### config.mk
export PLATFORM = sky130hd
export DESIGN_NAME = store_buffer
export DESIGN_NICKNAME = d
export VERILOG_FILES = /design/src/rtl/store_buffer.sv
export SDC_FILE = /design/constraint.sdc
export NUM_CORES = 2
export LEC_CHECK = 0
export CAP_MARGIN = 20
export CORE_ASPECT_RATIO = 1.2
export CORE_MARGIN = 2
export CORE_UTILIZATION = 50
export CTS_CLUSTER_DIAMETER = 100
export DETAILED_ROUTE_END_ITERATION = 10
export PLACE_DENSITY = 0.75
export SLEW_MARGIN = 20
export SYNTH_ARGS = -nofsm -noshare
export SYNTH_HDL_FRONTEND = slang
export SYNTH_SLANG_ARGS = --single-unit
### constraint.sdc
create_clock -name clk -period 7.5 [get_ports clk]
set_input_delay 1.5 -clock clk [delete_from_list [all_inputs] [get_ports clk]]
set_output_delay 1.5 -clock clk [all_outputs]
set_load 0.01 [all_outputs]
### src/rtl/store_buffer.sv
// store_buffer: in-order FIFO of committed stores in front of the TCM write port, with load forwarding.
// Latency: a pushed store reaches stbuf_bus_wr one cycle later; lookup answers combinationally.
// Backpressure: push_ready drops at count==DEPTH; the head is held until bus_stbuf_write_ready.
// Optional feature macro: STORE_BUFFER_FORWARD_EN (data forwarding; undefined = overlap forces replay).

`ifndef ADDR_WIDTH
`define ADDR_WIDTH 32
`endif
`ifndef SIZE_WIDTH
`define SIZE_WIDTH 3
`endif
`ifndef REG_DATA_WIDTH
`define REG_DATA_WIDTH 32
`endif

module store_buffer #(
  parameter int DEPTH     = 8,
  parameter int PTR_WIDTH = $clog2(DEPTH)
) (
  input  logic                       clk,
  input  logic                       rst_n,
  input  logic                       push_valid,
  output logic                       push_ready,
  input  logic [`ADDR_WIDTH-1:0]     push_addr,
  input  logic [`SIZE_WIDTH-1:0]     push_size,
  input  logic [`REG_DATA_WIDTH-1:0] push_data,
  output logic                       stbuf_bus_wr,
  output logic [`ADDR_WIDTH-1:0]     stbuf_bus_write_addr,
  output logic [`SIZE_WIDTH-1:0]     stbuf_bus_write_size,
  output logic [`REG_DATA_WIDTH-1:0] stbuf_bus_data,
  input  logic                       bus_stbuf_write_ready,
  input  logic                       lookup_valid,
  input  logic [`ADDR_WIDTH-1:0]     lookup_addr,
  input  logic [`SIZE_WIDTH-1:0]     lookup_size,
  output logic                       lookup_hit,
  output logic                       lookup_conflict,
  output logic [`REG_DATA_WIDTH-1:0] lookup_data,
  output logic                       empty,
  output logic [PTR_WIDTH:0]         count
);

  localparam int AW = `ADDR_WIDTH;
  localparam int SW = `SIZE_WIDTH;
  localparam int DW = `REG_DATA_WIDTH;
  localparam logic [PTR_WIDTH:0] FULL_COUNT = (PTR_WIDTH+1)'(DEPTH);

  // Entry storage; valid bits mark the occupied window head..tail-1.
  logic [AW-1:0]        r_addr [DEPTH];
  logic [SW-1:0]        r_size [DEPTH];
  logic [DW-1:0]        r_data [DEPTH];
  logic [DEPTH-1:0]     r_valid;
  logic [PTR_WIDTH-1:0] r_head;
  logic [PTR_WIDTH-1:0] r_tail;
  logic [PTR_WIDTH:0]   r_count;

  logic w_empty;
  logic w_push_ready;
  logic w_push;
  logic w_pop;

  // Only 1/2/4-byte accesses take part in forwarding; anything else just passes through.
  function automatic logic size_ok(input logic [SW-1:0] s);
    return (s == SW'(1)) || (s == SW'(2)) || (s == SW'(4));
  endfunction

  assign w_empty      = (r_count == '0);
  assign w_push_ready = (r_count != FULL_COUNT);
  assign w_push       = push_valid && w_push_ready;
  assign w_pop        = !w_empty && bus_stbuf_write_ready;

  assign push_ready   = w_push_ready;
  assign empty        = w_empty;
  assign count        = r_count;

  // Head/tail pointers and occupancy; a push refused while full stays refused even if a pop happens.
  always_ff @(posedge clk or negedge rst_n) begin
    if (!rst_n) begin
      r_head  <= '0;
      r_tail  <= '0;
      r_count <= '0;
    end else begin
      if (w_push) r_tail <= r_tail + PTR_WIDTH'(1);
      if (w_pop)  r_head <= r_head + PTR_WIDTH'(1);
      case ({w_push, w_pop})
        2'b10:   r_count <= r_count + (PTR_WIDTH+1)'(1);
        2'b01:   r_count <= r_count - (PTR_WIDTH+1)'(1);
        default: r_count <= r_count;
      endcase
    end
  end

  // Entry write at tail and valid-bit maintenance; push and pop never target the same slot.
  always_ff @(posedge clk or negedge rst_n) begin
    if (!rst_n) begin
      r_valid <= '0;
      for (int i = 0; i < DEPTH; i++) begin
        r_addr[i] <= '0;
        r_size[i] <= '0;
        r_data[i] <= '0;
      end
    end else begin
      if (w_push) begin
        r_valid[r_tail] <= 1'b1;
        r_addr[r_tail]  <= push_addr;
        r_size[r_tail]  <= push_size;
        r_data[r_tail]  <= push_data;
      end
      if (w_pop) begin
        r_valid[r_head] <= 1'b0;
      end
    end
  end

  // Drain channel comes straight from registered head storage, zeroed when nothing is buffered.
  assign stbuf_bus_wr         = !w_empty;
  assign stbuf_bus_write_addr = w_empty ? '0 : r_addr[r_head];
  assign stbuf_bus_write_size = w_empty ? '0 : r_size[r_head];
  assign stbuf_bus_data       = w_empty ? '0 : r_data[r_head];

  // Byte ranges [addr, addr+size) are compared one bit wider so the end address cannot wrap.
  logic [AW:0]      w_ld_lo;
  logic [AW:0]      w_ld_hi;
  logic             w_ld_size_ok;
  logic [AW:0]      w_st_lo [DEPTH];
  logic [AW:0]      w_st_hi [DEPTH];
  logic [DEPTH-1:0] w_ovl;

  // Per-entry overlap against the load range, over every valid entry including an accepting head.
  always_comb begin
    w_ld_lo      = {1'b0, lookup_addr};
    w_ld_hi      = w_ld_lo + (AW+1)'(lookup_size);
    w_ld_size_ok = size_ok(lookup_size);
    for (int i = 0; i < DEPTH; i++) begin
      w_st_lo[i] = {1'b0, r_addr[i]};
      w_st_hi[i] = w_st_lo[i] + (AW+1)'(r_size[i]);
      w_ovl[i]   = r_valid[i] && size_ok(r_size[i]) && w_ld_size_ok &&
                   (w_st_lo[i] < w_ld_hi) && (w_ld_lo < w_st_hi[i]);
    end
  end

`ifdef STORE_BUFFER_FORWARD_EN
  logic [DEPTH-1:0]     w_cov;
  logic                 w_sel_found;
  logic [PTR_WIDTH-1:0] w_sel_idx;
  logic [PTR_WIDTH-1:0] w_scan_idx;
  logic [1:0]           w_off;
  logic [DW-1:0]        w_shift;
  logic [DW-1:0]        w_mask;

  // Full-cover test: the store range must contain the whole load range.
  always_comb begin
    for (int i = 0; i < DEPTH; i++) begin
      w_cov[i] = w_ovl[i] && (w_st_lo[i] <= w_ld_lo) && (w_ld_hi <= w_st_hi[i]);
    end
  end

  // Walk oldest to youngest so the last overlapping entry seen is the youngest one.
  always_comb begin
    w_sel_found = 1'b0;
    w_sel_idx   = r_head;
    w_scan_idx  = r_head;
    for (int i = 0; i < DEPTH; i++) begin
      w_scan_idx = r_head + PTR_WIDTH'(i);
      if (w_ovl[w_scan_idx]) begin
        w_sel_found = 1'b1;
        w_sel_idx   = w_scan_idx;
      end
    end
  end

  // Align the selected store's bytes to the load address and trim to the load size.
  always_comb begin
    w_off   = lookup_addr[1:0] - r_addr[w_sel_idx][1:0];
    w_shift = r_data[w_sel_idx] >> {w_off, 3'b000};
    case (lookup_size)
      SW'(1):  w_mask = DW'(8'hFF);
      SW'(2):  w_mask = DW'(16'hFFFF);
      default: w_mask = '1;
    endcase
  end

  assign lookup_hit      = lookup_valid && w_sel_found && w_cov[w_sel_idx];
  assign lookup_conflict = lookup_valid && w_sel_found && !w_cov[w_sel_idx];
  assign lookup_data     = lookup_hit ? (w_shift & w_mask) : '0;
`else
  // Without forwarding, any overlap with a buffered store sends the load back for replay.
  assign lookup_hit      = 1'b0;
  assign lookup_conflict = lookup_valid && (|w_ovl);
  assign lookup_data     = '0;
`endif

endmodule

==> reports/qor.log <==
[drt] Pre-Repair DR Iteration Count 5
[synthesis] Synth Register Bits 554
[critical_path] crit path max-delay cell type sky130_fd_sc_hd__dfrtp_1
[drt] Detailed Route Iter0 Violations 3032
[finish] number of nets in the finished design 4799
[critical_path] CP Buf/Inv Count 4
[critical_path] capturing element type of the critical path output pin
[critical_path] cell-by-cell listing of the critical path ha_1 -> inv_1 -> fa_1 -> nor2b_2 -> o21ba_4 -> and2_2 -> xnor2_1 -> ha_1 -> a21oi_1 -> o21ai_0 -> a221oi_1 -> o21ai_0 -> o31a_1 -> nor4_1 -> buf_4 -> nor4b_4 -> a2111oi_4 -> a31oi_1 -> buf_4 -> clkdlybuf4s15_2
[synthesis] register area share after synthesis 33.7%
[synthesis] Synth async-reset ratio 100%
[synthesis] Post-Synthesis Cells 3780
[placed_design] detailed placer's ending HPWL 103000 um
[finish] Final Instance Area 0.0483 mm^2
[global_route] global-route wire length before repair 211000 um
[global_route] GRT Resource Usage Total 32.9%
[clock_tree] number of buffers inserted for hold repair after clock tree synthesis 0
[critical_path] startpoint class of the critical path register
[critical_path] worst-path fanout max 6
[synthesis] most numerous cell in the Yosys netlist sky130_fd_sc_hd__dfrtp_1
[floorplan] Cell Rows 115
[sta] slew at the pin closest to its max-slew limit 985 ps
[drt] post-detailed-route via-to-cell ratio 6.36
[placed_design] number of buffer cells added on primary ports 181
[critical_path] R2R Setup Slk 4320 ps
[finish] number of non-filler instances in the completed layout 5263
[clock_tree] clock latency reported for the late side of the worst-skew pair 660 ps
[synthesis] Cell variety after synth 75
[run_status] run status finished, final reports clean
[sta] final hold slack 501 ps
[critical_path] maximum cell stage delay along the critical path 440 ps
[synthesis] leading cell types by total area after synthesis sky130_fd_sc_hd__dfrtp_1 34%, sky130_fd_sc_hd__ha_1 16%, sky130_fd_sc_hd__mux2_2 14%, sky130_fd_sc_hd__mux4_2 7.3%, sky130_fd_sc_hd__xor2_1 4.1%
[drt] total detailed-routing wirelength 140000 um
[clock_tree] Inserted Clock Buffers 57
[sta] Setup Total Neg Slack 0 ps
[synthesis] Post-synth EDFFs 0
[hold_path] Hold Path Class register to register
[power_and_ir_drop] power density of the placed cells 439 mW/mm^2
[drt] number of DRC violations after detailed routing 0
[finish] area added between synthesis and finish 17.2%
[drt] antenna-violating nets left 0
[finish] post-layout util 59.0%
[power_and_ir_drop] peak supply drop 345 uV
[run] max capacitance violation total 0
[synthesis] Syn Std Cell Area 0.0412 mm^2
[synthesis] most used standard cells in the synthesized netlist 554 x sky130_fd_sc_hd__dfrtp_1, 524 x sky130_fd_sc_hd__mux2_2, 520 x sky130_fd_sc_hd__ha_1, 367 x sky130_fd_sc_hd__nand2_1, 217 x sky130_fd_sc_hd__a21oi_1
[critical_path] critical path's top delay family compound AO/OA/AOI/OAI gates
[sta] final number of setup-violating endpoints 0
[sta] least setup slack across all paths after layout 64.1 ps
[drt] via count of the routed design 33473
[critical_path] class of the most critical setup path register to output pin
[clock_tree] TritonCTS sink count 554
[synthesis] top cell type's share of synthesized area 33.7%
[floorplan] Die Footprint 0.0847 mm^2
[synthesis] count of yosys warnings during synthesis 0
[clock_tree] H-tree Lvls 2
[placed_design] setup slack after placement -740 ps
[critical_path] endpoint arrival time on the critical path 5940 ps
[power_and_ir_drop] Leak 20.9 nW
[finish] fraction of layout cells with a size suffix above 1 26.4%
[clock_tree] Root Buffer sky130_fd_sc_hd__clkbuf_16
[placed_design] final estimated routing congestion in global placement 1.08
[sta] Final min period 7440 ps
[synthesis] dominant synthesized flop cell sky130_fd_sc_hd__dfrtp_1
[power_and_ir_drop] overall power after layout 21.2 mW
[critical_path] CP required 6000 ps
[floorplan] initial standard-cell utilization of the core 50.4%
[floorplan] die height 318 um
[placed_design] count of placed standard cells including taps 5143
[sta] maximum clock skew at final layout 26.0 ps
[floorplan] Die Width 266 um
[sta] count of endpoints failing hold in the final timing report 0
[clock_tree] clock-pin slew of the registers on the worst-case setup and hold paths 60 ps
[global_route] number of antenna violations at the first check in global routing 6
[sta] final clock period utilization by the worst path 99.1%
[placed_design] total placed instance area 0.0457 mm^2
[sta] Max Freq 134 MHz
[sta] number of max-slew violations in the final report 0
[global_route] GRT overflow 0
[global_route] vias in the first global route 33524
[clock_tree] Max Buffers Root-to-Sink 3
[drt] Wirelength per Cell 26.6 um
[floorplan] number of top-level pins 215
[sta] worst slew margin relative to its limit 34.3%
[synthesis] Yosys top cell by area sky130_fd_sc_hd__dfrtp_1
[floorplan] Core Area 0.0817 mm^2
[global_route] largest net degree at the start of global routing 148
[clock_tree] TritonCTS clock tree built
[synthesis] syn avg cell area 10.9 um^2
path summary, 6_finish.rpt:
path | startpoint | end | cells after the start
setup / recovery | r_size[6] | lookup_conflict | 20
hold / removal | r_data[105] | r_data[105] | 1
setup reg to reg | count[1] | r_data[232] | 7
hold reg to reg | r_data[105] | r_data[105] | 1
max in group asynchronous | rst_n | r_data[143] | 2
min in group asynchronous | rst_n | r_addr[119] | 1
power by group:
part | internal, mW | switching (mW)
Clock | 1.73 | 1.26
Combinational | 5.97 | 5.41
Sequential | 4.49 | 2.34
Total | 12.2 | 9.01
area by class of cell:
type | count | area, um^2
fill | 6744 | 33500
multi-input combinational | 3035 | 26900
sequential | 554 | 13900
timing repair buffer | 450 | 3940
clock buffer | 88 | 1690
tap | 1053 | 1320
clock inverter | 17 | 246
inverter | 64 | 243
antenna | 2 | 5.00
cells in the final DEF (no fill, tap or decap), types with 57 or more instances in the layout:
master / Yosys / layout
sky130_fd_sc_hd__dfrtp_1: 554 / 551
sky130_fd_sc_hd__clkdlybuf4s50_1: 0 / 170
sky130_fd_sc_hd__clkbuf_16: 0 / 57
sky130_fd_sc_hd__inv_1: 62 / 62
sky130_fd_sc_hd__o21ai_0: 127 / 123
sky130_fd_sc_hd__mux4_2: 134 / 134
sky130_fd_sc_hd__nand3_1: 116 / 113
sky130_fd_sc_hd__xor2_1: 194 / 189
sky130_fd_sc_hd__buf_4: 33 / 259
sky130_fd_sc_hd__nand4_1: 89 / 89
sky130_fd_sc_hd__xnor2_1: 92 / 89
sky130_fd_sc_hd__ha_1: 520 / 517
sky130_fd_sc_hd__a21oi_1: 217 / 213
sky130_fd_sc_hd__and3_1: 67 / 65
sky130_fd_sc_hd__nor2_1: 143 / 136
sky130_fd_sc_hd__nand2_1: 367 / 365
sky130_fd_sc_hd__a21o_1: 60 / 60
sky130_fd_sc_hd__mux2_2: 524 / 524
cell families after synthesis:
logic type	Yosys count	synth area share (%)
fa+ha+maj	532	16.3
compound gates	572	8.67
simple gates	954	11.2
flops	554	33.7
mux	658	21.7
buf+inv	223	2.36
xor+xnor	286	6.08
other cells	1	0.00911
registers in the layout, summed over array words and instances (netlist names):
register / flops
r_addr: 256
r_size: 24
r_valid: 8
r_head: 3
count: 4
r_data: 256
r_tail: 3
layer usage:
metal  wire length, um  part of all wire [%]  GRT usage, %  vias to the layer above
met5                57                 0.041             0                        -
met4              9060                   6.5          18.5                        8
met3              9950                   7.1          5.24                      406
met2             66000                    47          54.4                     1467
met1             54800                    39          41.1                    16743
li1                  -                     -             -                    14849
worst register-to-register path, stage by stage, from the launching register on:
cell and delay, ps:
sky130_fd_sc_hd__dfrtp_1 430, sky130_fd_sc_hd__nor3_1 270, sky130_fd_sc_hd__nand2_1 100, sky130_fd_sc_hd__and2_1 280, sky130_fd_sc_hd__nand2b_1 300, sky130_fd_sc_hd__or3_4 590, sky130_fd_sc_hd__buf_4 630, sky130_fd_sc_hd__mux2_2 460
repair_timing:
item	4_1_cts	5_1_grt
pin swaps	10	30
setup buffers	6	6
setup endpoints to repair	1	1
gates resized for setup	39	72
Power figures use the tool's default switching activity.
